### src/rtl/arith_pkg.sv
// Shared arithmetic-library definitions: FSM state encoding and default operand width.
package arith_pkg;

    typedef enum logic [1:0] {
        ST_IDLE = 2'd0,
        ST_RUN  = 2'd1,
        ST_DONE = 2'd2
    } state_e;

    localparam int DEFAULT_WIDTH = 8;

endpackage

### src/rtl/fa_by_ha.sv
// One-bit full adder built from two half adders and an OR for the carry.
module fa_by_ha (
    input  logic a,
    input  logic b,
    input  logic ci,
    output logic s,
    output logic co
);

    logic ha0_s;
    logic ha0_c;
    logic ha1_c;

    assign ha0_s = a ^ b;
    assign ha0_c = a & b;
    assign s     = ha0_s ^ ci;
    assign ha1_c = ha0_s & ci;
    assign co    = ha0_c | ha1_c;

endmodule

### src/rtl/serial_adder_fa.sv
// Bit-serial LSB-first adder: sum = a + b + cin over WIDTH cycles through one full-adder cell.
module serial_adder_fa
    import arith_pkg::*;
#(
    parameter int WIDTH = DEFAULT_WIDTH
) (
    input  logic             clk,
    input  logic             rst,
    input  logic             start,
    input  logic [WIDTH-1:0] a,
    input  logic [WIDTH-1:0] b,
    input  logic             cin,
    output logic             busy,
    output logic             done,
    output logic [WIDTH-1:0] sum,
    output logic             cout,
    output logic             ovf,
    output logic [1:0]       state_dbg
);

    localparam int CW = $clog2(WIDTH);
    localparam logic [CW-1:0] CNT_PEN  = CW'(WIDTH - 2);
    localparam logic [CW-1:0] CNT_LAST = CW'(WIDTH - 1);

    // Handshake: start is accepted on any edge where the block is not in RUN
    // (IDLE or DONE); operands are captured on that edge. done is a one-cycle
    // pulse, and sum/cout/ovf then hold until the next accepted start.

    state_e           state_q, state_d;
    logic [CW-1:0]    cnt_q, cnt_d;
    logic [WIDTH-1:0] a_sh_q, a_sh_d;
    logic [WIDTH-1:0] b_sh_q, b_sh_d;
    logic             carry_q, carry_d;
    logic             c_msb_in_q, c_msb_in_d;
    logic [WIDTH-1:0] sum_q, sum_d;
    logic             cout_q, cout_d;
    logic             ovf_q, ovf_d;

    logic fa_s;
    logic fa_co;
    logic accept;

    fa_by_ha u_cell (
        .a  (a_sh_q[0]),
        .b  (b_sh_q[0]),
        .ci (carry_q),
        .s  (fa_s),
        .co (fa_co)
    );

    assign accept = start && (state_q != ST_RUN);

    always_comb begin
        state_d    = state_q;
        cnt_d      = cnt_q;
        a_sh_d     = a_sh_q;
        b_sh_d     = b_sh_q;
        carry_d    = carry_q;
        c_msb_in_d = c_msb_in_q;
        sum_d      = sum_q;
        cout_d     = cout_q;
        ovf_d      = ovf_q;
        if (accept) begin
            a_sh_d     = a;
            b_sh_d     = b;
            carry_d    = cin;
            cnt_d      = '0;
            c_msb_in_d = 1'b0;
            sum_d      = '0;
            cout_d     = 1'b0;
            ovf_d      = 1'b0;
            state_d    = ST_RUN;
        end else begin
            case (state_q)
                ST_RUN: begin
                    sum_d   = {fa_s, sum_q[WIDTH-1:1]};
                    a_sh_d  = a_sh_q >> 1;
                    b_sh_d  = b_sh_q >> 1;
                    carry_d = fa_co;
                    cnt_d   = cnt_q + CW'(1);
                    // Carry out of bit WIDTH-2 is the carry entering the MSB.
                    if (cnt_q == CNT_PEN) begin
                        c_msb_in_d = fa_co;
                    end
                    if (cnt_q == CNT_LAST) begin
                        cout_d  = fa_co;
                        ovf_d   = fa_co ^ c_msb_in_q;
                        state_d = ST_DONE;
                    end
                end
                ST_DONE: state_d = ST_IDLE;
                ST_IDLE: state_d = ST_IDLE;
                default: state_d = ST_IDLE;
            endcase
        end
    end

    always_ff @(posedge clk) begin
        if (rst) begin
            state_q    <= ST_IDLE;
            cnt_q      <= '0;
            a_sh_q     <= '0;
            b_sh_q     <= '0;
            carry_q    <= 1'b0;
            c_msb_in_q <= 1'b0;
            sum_q      <= '0;
            cout_q     <= 1'b0;
            ovf_q      <= 1'b0;
        end else begin
            state_q    <= state_d;
            cnt_q      <= cnt_d;
            a_sh_q     <= a_sh_d;
            b_sh_q     <= b_sh_d;
            carry_q    <= carry_d;
            c_msb_in_q <= c_msb_in_d;
            sum_q      <= sum_d;
            cout_q     <= cout_d;
            ovf_q      <= ovf_d;
        end
    end

    assign busy      = (state_q == ST_RUN);
    assign done      = (state_q == ST_DONE);
    assign sum       = sum_q;
    assign cout      = cout_q;
    assign ovf       = ovf_q;
    assign state_dbg = state_q;

endmodule
### config.mk
export PLATFORM = sky130hd
export DESIGN_NAME = serial_adder_fa
export DESIGN_NICKNAME = d
export VERILOG_FILES = /design/src/rtl/arith_pkg.sv /design/src/rtl/fa_by_ha.sv /design/src/rtl/serial_adder_fa.sv
export SDC_FILE = /design/constraint.sdc
export NUM_CORES = 1
export LEC_CHECK = 0
export ABC_AREA = 1
export CAP_MARGIN = 10
export CORE_UTILIZATION = 35
export CTS_CLUSTER_DIAMETER = 80
export CTS_CLUSTER_SIZE = 10
export DETAILED_ROUTE_END_ITERATION = 6
export SLEW_MARGIN = 20
export SYNTH_ARGS = -nofsm -noshare
export SYNTH_HDL_FRONTEND = slang
export SYNTH_HIERARCHICAL = 1
export SYNTH_SLANG_ARGS = --single-unit
### constraint.sdc
create_clock -name clk -period 1.4 [get_ports clk]
set_input_delay 0.21 -clock clk [delete_from_list [all_inputs] [get_ports clk]]
set_output_delay 0.21 -clock clk [all_outputs]
set_load 0.05 [all_outputs]
==> impl_metrics.env, run 1 <==
export IMPL_clkPwrFrac_pct=35.1
export IMPL_p_sw_mw=0.488
export IMPL_tritoncts_num_buffers=5
export IMPL_skew_ps=6.62
export IMPL_cp_start_kind="flop"
export IMPL_power_total_mw=2.00
export IMPL_critPathLaunch="state_dbg[0]$_SDFFE_PP0P_"
export IMPL_cts_resized=0
export IMPL_power_density_nw_per_um2=933
export IMPL_crit_type="flop to primary output"
export IMPL_synthCells=206
export IMPL_r2r_end="ovf$_SDFFE_PP0P_"
export IMPL_grtUsageTotal_pct=16.4
export IMPL_grt_pass1_wl_um=5460
export IMPL_rsz0062_at_grt="no"
export IMPL_grt_max_degree=33
export IMPL_grt_antenna_before_repair=0
export IMPL_clock_path_buffers=2
export IMPL_finalMaxSlewViolations=0
export IMPL_rows=23
export IMPL_end_kind="primary output"
export IMPL_grt_pass1_vias=1287
export IMPL_hold_viol=0
export IMPL_synth_warnings=6
export IMPL_period_share_pct=96.8
export IMPL_post_dp_hpwl_um=2270
export IMPL_synth_mux_area_share_pct=0
export IMPL_syn_nets=230
export IMPL_syn_area_per_cell_um2=7.18
export IMPL_place_ws_ps=13.2
export IMPL_rr_startpoint="a_sh_q[0]$_SDFFE_PP0P_"
export IMPL_dieHeight_um=67.0
export IMPL_critPathRequiredTime_ps=1190
export IMPL_synth_top_family_by_area="simple AND/OR/NAND/NOR gates"
export IMPL_dr_pass1_iters=4
export IMPL_worstSetupEndpoint="busy"
export IMPL_cts_setup_buffers=0
export IMPL_wl_per_cell_um=10.4
export IMPL_drcViolationCount=0
export IMPL_max_freq_ghz=0.738
export IMPL_ant_nets=0
export IMPL_netlist_area_leader_share_pct=44.7
export IMPL_cts_max_level=2
export IMPL_synth_simple_area_share_pct=35.3
export IMPL_final_setup_tns_ps=0
export IMPL_yosys_register_bits=33
export IMPL_port_buffers=33
export IMPL_initial_core_util_pct=36.7
export IMPL_vias=1392
export IMPL_ioPinCount=34
export IMPL_fp_dieArea_um2=4490
export IMPL_synth_area_um2=1480
export IMPL_die_x_um=67.0
export IMPL_reg2reg_depth=4
export IMPL_synth_xor_area_share_pct=0.592
export IMPL_core_um2=4030
export IMPL_clkLatencyLatePin_ps=280
export IMPL_cts_root_buf="clkbuf_8"
export IMPL_cts_sinks=33
export IMPL_arrival_ps=1140
export IMPL_hp_class="flop to flop"
export IMPL_sw_frac_of_total_pct=24.4
export IMPL_wl_um=3070
export IMPL_synth_compound_area_share_pct=5.41
export IMPL_status="complete, no violations"
export IMPL_cp_max_fo=5
export IMPL_synth_top_area_cell="dfxtp_1"
export IMPL_slew_headroom_pct=69.0
export IMPL_yosys_top_cells_area="dfxtp_1 (45%), nand3_1 (17%), nand2_1 (15%)"
export IMPL_post_route_min_period_ps=1350
export IMPL_synthAdderAreaFrac_pct=3.89
export IMPL_drt_iter0_drc=47
export IMPL_final_nets=269
export IMPL_finalSetupViolCount=0
export IMPL_leakage_nw=0.968
export IMPL_clk_pin_slew_worst_paths_ps=60
export IMPL_cts_tree="built"
export IMPL_cap_viol_max_count=0
export IMPL_cts_hold_buf=0
export IMPL_p_comb_share_pct=14.9
export IMPL_setup_slack_ps=45.5
export IMPL_irDropWorstVdd_v=0.000493
export IMPL_syn_to_final_growth_pct=44.7
export IMPL_routabilityCongestion=0.764
export IMPL_grt_ovfl_total=0
export IMPL_internal_power_mw=1.51
export IMPL_synth_seq_area_share_pct=44.7
export IMPL_diodes=0
export IMPL_seq_power_share_pct=50.0
export IMPL_ys_types=19
export IMPL_drive_above_1_share_pct=15.9
export IMPL_tightest_slew_ps=465
export IMPL_r2r_slack_ps=140
export IMPL_vias_per_cell=4.72
## synthesized netlist by cell type
cell and number:
buf_2 9, dfxtp_1 33, nor2_2 1, fa_1 1, inv_1 19, a21oi_1 15
xor2_1 1, o21ai_0 1, nand2_1 58, nor2_1 6, buf_6 2, ha_1 3
nand2_2 2, inv_2 1, or2_2 1, clkbuf_1 1, clkinv_1 1, nand3_1 50
nand4_1 1
## layout by cell type, fill, tap and decap left out, drive strengths merged
cell type and instances:
clkbuf 7, fa 1, nor2 7, nand3 50, ha 3, buf 25
inv 20, o21ai 1, or2 1, nand4 1, clkinv 1, dfxtp 33
nand2 60, xor2 1, clkdlybuf4s50 19, a21oi 15
## routing by layer
metal,vias to the layer above,track usage (%),share of wire [%]
met1,615,21.2,50
met3,6,5.48,5.0
met5,-,0,0
met4,0,6.38,1.7
li1,736,-,-
met2,35,24.6,43
## through the flow
stage / area (µm²) / utilization [%] / instances / hold WS (ps)
floorplan: 1480 / - / 206 / 275
global placement: 2050 / 51.0 / 288 / 449
detailed placement: 2050 / 51.0 / 288 / 451
CTS: 2140 / 53.1 / 295 / 460
global route: 2140 / 53.1 / 295 / 503
finish: 2140 / 53.1 / 295 / 456
## power groups by stage
| stage | sequential [mW] | clock (mW) | combinational [mW] |
|---|---|---|---|
| 5_1_grt | 1.00 | 0.764 | 0.331 |
| 2_1_floorplan | 1.03 | 0 | 0.158 |
| 3_5_place_dp | 1.02 | 0 | 0.298 |
| 6_report | 0.999 | 0.700 | 0.297 |
| 3_3_place_gp | 1.02 | 0 | 0.297 |
| 4_1_cts | 0.999 | 0.727 | 0.299 |
## worst max-delay path: stages (launching register included)
cell and delay, ps:
dfxtp_2 400, inv_2 50, nor2_2 240, buf_12 180
## cell families after synthesis
| kind of cell | after synthesis |
|---|---|
| AOI/OAI and AO/OA | 16 |
| DFF | 33 |
| xor gates and xnor gates | 1 |
| buffers and inverters | 33 |
| and+or+nand+nor | 119 |
| adders and majority gates | 4 |
## final cells by class
| cell class | instances | area (µm²) |
|---|---|---|
| clock buffers | 7 | 86.3 |
| well taps | 50 | 62.6 |
| flip-flops and latches | 33 | 663 |
| fillers | 389 | 1890 |
| multi-input cells | 140 | 671 |
| repair buffers | 44 | 578 |
| inverters | 21 | 78.8 |
## worst min path at each step
stage / start / end / slack (ps) / cells past startpoint
floorplan: rst / state_dbg[1]$_SDFFE_PP0N_ / 270 / 1
global route: a_sh_q[7]$_SDFFE_PP0P_ / a_sh_q[7]$_SDFFE_PP0P_ / 500 / 2
global placement: b_sh_q[7]$_SDFFE_PP0P_ / b_sh_q[7]$_SDFFE_PP0P_ / 450 / 2
CTS: b_sh_q[7]$_SDFFE_PP0P_ / b_sh_q[7]$_SDFFE_PP0P_ / 460 / 2
finish: b_sh_q[7]$_SDFFE_PP0P_ / b_sh_q[7]$_SDFFE_PP0P_ / 460 / 2
detailed placement: b_sh_q[7]$_SDFFE_PP0P_ / b_sh_q[7]$_SDFFE_PP0P_ / 450 / 2
## registers in the layout, summed over array words and instances (netlist names)
register and flops:
b_sh_q 8, c_msb_in_q 1, a_sh_q 8, cnt_q 3
ovf 1, carry_q 1, cout 1, state_dbg 2
sum 8
No activity file was read; power rests on OpenSTA's default activity.
==> run 2, diff against run 1 <==
SETUP_SLACK_MARGIN = 0.5   (was not set)
SYNTH_HIERARCHICAL = not set   (was 1)
==> impl_metrics.env, run 2 <==
export IMPL_status="complete, no violations"
export IMPL_clock_path_buffers=2
export IMPL_drive_above_1_share_pct=32.8
export IMPL_synth_compound_area_share_pct=5.41
export IMPL_power_density_nw_per_um2=840
export IMPL_synth_top_area_cell="dfxtp_1"
export IMPL_crit_type="flop to primary output"
export IMPL_synthArstFlopShare_pct=0
export IMPL_cp_common_cell="buf_12"
export IMPL_synth_top_family_by_area="simple AND/OR/NAND/NOR gates"
export IMPL_grt_max_degree=30
export IMPL_busiest_layer="met2"
export IMPL_dieHeight_um=67.0
export IMPL_ant_nets=0
export IMPL_initial_core_util_pct=36.7
export IMPL_p_comb_share_pct=18.7
export IMPL_grt_antenna_before_repair=0
export IMPL_skew_ps=6.01
export IMPL_max_freq_ghz=0.805
export IMPL_final_cells=312
export IMPL_finalMaxSlewViolations=0
export IMPL_grtUsageMet3_pct=4.62
export IMPL_ioPinCount=34
export IMPL_synth_edf_count=0
export IMPL_arrival_ps=1030
export IMPL_tightest_slew_ps=376
export IMPL_use_met1_pct=21.3
export IMPL_hp_class="flop to flop"
export IMPL_end_kind="primary output"
export IMPL_critPathRequiredTime_ps=1190
export IMPL_synth_xor_area_share_pct=0.592
export IMPL_synth_commonest_cells="nand2_1 (58), nand3_1 (50), dfxtp_1 (33)"
export IMPL_yosysMostFrequentCell="nand2_1"
export IMPL_synthAdderAreaFrac_pct=3.89
export IMPL_final_common_cell="nand2_1"
export IMPL_synthCells=206
export IMPL_wl_per_cell_um=12.3
export IMPL_cp_max_fo=2
export IMPL_grt_pass1_wl_um=5810
export IMPL_grtUsageTotal_pct=17.6
export IMPL_yosys_top_cells_area="dfxtp_1 (45%), nand3_1 (17%), nand2_1 (15%)"
export IMPL_synth_main_ff_cell="dfxtp_1"
export IMPL_dr_pass1_iters=4
export IMPL_post_dp_hpwl_um=2130
export IMPL_place_ws_ps=-43.6
export IMPL_syn_nets=230
export IMPL_internal_power_mw=1.51
export IMPL_slew_headroom_pct=74.9
export IMPL_routabilityCongestion=0.734
export IMPL_leakage_nw=1.09
export IMPL_cap_viol_max_count=0
export IMPL_final_nets=285
export IMPL_port_buffers=33
export IMPL_synth_simple_area_share_pct=35.3
export IMPL_post_route_min_period_ps=1240
export IMPL_synth_area_um2=1480
export IMPL_cts_tree="built"
export IMPL_rsz0062_at_grt="yes"
export IMPL_synth_warnings=0
export IMPL_rows=23
export IMPL_final_cell_mix="nand2_1 (56), nand3_1 (48), dfxtp_1 (18), clkdlybuf4s50_1 (18)"
export IMPL_drcViolationCount=0
export IMPL_core_um2=4030
export IMPL_setup_slack_ps=157
export IMPL_cts_max_level=2
export IMPL_synth_mux_area_share_pct=0
export IMPL_p_sw_mw=0.573
export IMPL_tritoncts_num_buffers=5
export IMPL_grt_pass1_vias=1321
export IMPL_critical_path_max_stage_delay_ps=360
export IMPL_diodes=0
export IMPL_sw_frac_of_total_pct=27.5
export IMPL_wl_um=3830
export IMPL_clk_pin_slew_worst_paths_ps=70
export IMPL_ys_types=19
export IMPL_clkLatencyLatePin_ps=290
export IMPL_syn_area_per_cell_um2=7.18
export IMPL_fp_dieArea_um2=4490
export IMPL_yosys_register_bits=33
export IMPL_netlist_area_leader_share_pct=44.7
export IMPL_grt_ovfl_total=0
export IMPL_crit_slowest_cell="dfxtp_4"
export IMPL_die_x_um=67.0
export IMPL_cts_sinks=33
export IMPL_synth_seq_area_share_pct=44.7
export IMPL_seq_power_share_pct=47.6
export IMPL_syn_to_final_growth_pct=67.8
export IMPL_n_fill_cell=350
export IMPL_vias_per_cell=4.87
export IMPL_drt_iter0_drc=47
export IMPL_crit_chain="inv_2 -> nor2_4 -> buf_12 -> buf_12"
export IMPL_period_share_pct=88.8
export IMPL_finalSetupViolCount=0
export IMPL_use_met2_pct=29.0
export IMPL_hold_viol=0
export IMPL_cp_start_kind="flop"
export IMPL_cts_root_buf="clkbuf_8"
export IMPL_vias=1519
export IMPL_irDropWorstVdd_v=0.000613
export IMPL_cts_hold_buf=0
export IMPL_placedCellCount=284
export IMPL_clkPwrFrac_pct=33.6
==> run 2: cell types whose count changed in the layout (fill, tap and decap cells not counted), moves of 3 or more <==
cell     previous run  this run
ha_4                0         3
buf_4               9        15
a21oi_2             0         4
nor2_4              0         3
inv_1              19        16
ha_1                3         0
dfxtp_1            31        18
dfxtp_4             0         4
a21oi_1            15        11
buf_6               0         5
dfxtp_2             2        11
==> run 2: path summary, 6_finish.rpt <==
path	startpoint	to	slack, ps	cells past startpoint
min reg2reg	a_sh_q[7]$_SDFFE_PP0P_	a_sh_q[7]$_SDFFE_PP0P_	460	2
max reg2reg	state_dbg[0]$_SDFFE_PP0P_	a_sh_q[2]$_SDFFE_PP0P_	230	8
min	a_sh_q[7]$_SDFFE_PP0P_	a_sh_q[7]$_SDFFE_PP0P_	460	2
max	state_dbg[0]$_SDFFE_PP0P_	busy	160	4
==> run 2: what timing repair did <==
item,in CTS,in global routing
pin swaps,3,7
endpoints found under the setup margin,47,47
gates resized for setup,23,22
cloned,2,4
buffers inserted,10,4
==> run 2: logic make-up (layout without fill, tap and decap cells) <==
logic type	after synthesis	after routing
xor gates and xnor gates	1	1
adders and majority gates	4	4
DFF	33	33
AOI/OAI and AO/OA	16	16
and+or+nand+nor	119	120
buffers and inverters	33	88
==> run 2: power groups by stage <==
| stage | clock network, mW | registers [mW] | logic, mW |
|---|---|---|---|
| global placement | 0 | 1.02 | 0.292 |
| detailed placement | 0 | 1.02 | 0.293 |
| global route | 0.751 | 0.995 | 0.425 |
| CTS | 0.718 | 0.992 | 0.338 |
| floorplan | 0 | 1.02 | 0.170 |
| finish | 0.701 | 0.993 | 0.391 |
==> run 2: cell type report <==
cell class | count | area [µm²] | area share [%]
timing repair inverter | 1 | 7.51 | 0.303
inverter | 21 | 82.6 | 3.33
timing repair buffer | 58 | 756 | 30.5
multi-input combinational | 141 | 801 | 32.3
tap | 50 | 62.6 | 2.52
sequential | 33 | 689 | 27.8
clock inverter | 2 | 10.0 | 0.403
clock buffer | 6 | 72.6 | 2.92
==> run 2: critical path, delay by kind of cell (launching register included) <==
family,cells,cell delay (ps)
DFF,1,360
buffers and inverters,3,270
and+or+nand+nor,1,100
==> run 2: stage by stage <==
| step | instance area [µm²] | hold WS [ps] | setup TNS, ps | power (mW) | utilization, % |
|---|---|---|---|---|---|
| 2_1_floorplan | 1520 | 273 | 0 | 1.19 | - |
| 3_3_place_gp | 2040 | 452 | 0 | 1.31 | 50.6 |
| 3_5_place_dp | 2040 | 451 | -445 | 1.31 | 50.6 |
| 4_1_cts | 2280 | 464 | 0 | 2.05 | 56.5 |
| 5_1_grt | 2480 | 484 | 0 | 2.17 | 61.6 |
| 6_report | 2480 | 462 | 0 | 2.08 | 61.6 |
==> run 2: per-layer routing <==
metal  vias up  wire (µm)
met1       700       1740
met4         0         66
met2        33       1900
met3         7        127
li1        779          -
met5         -          0
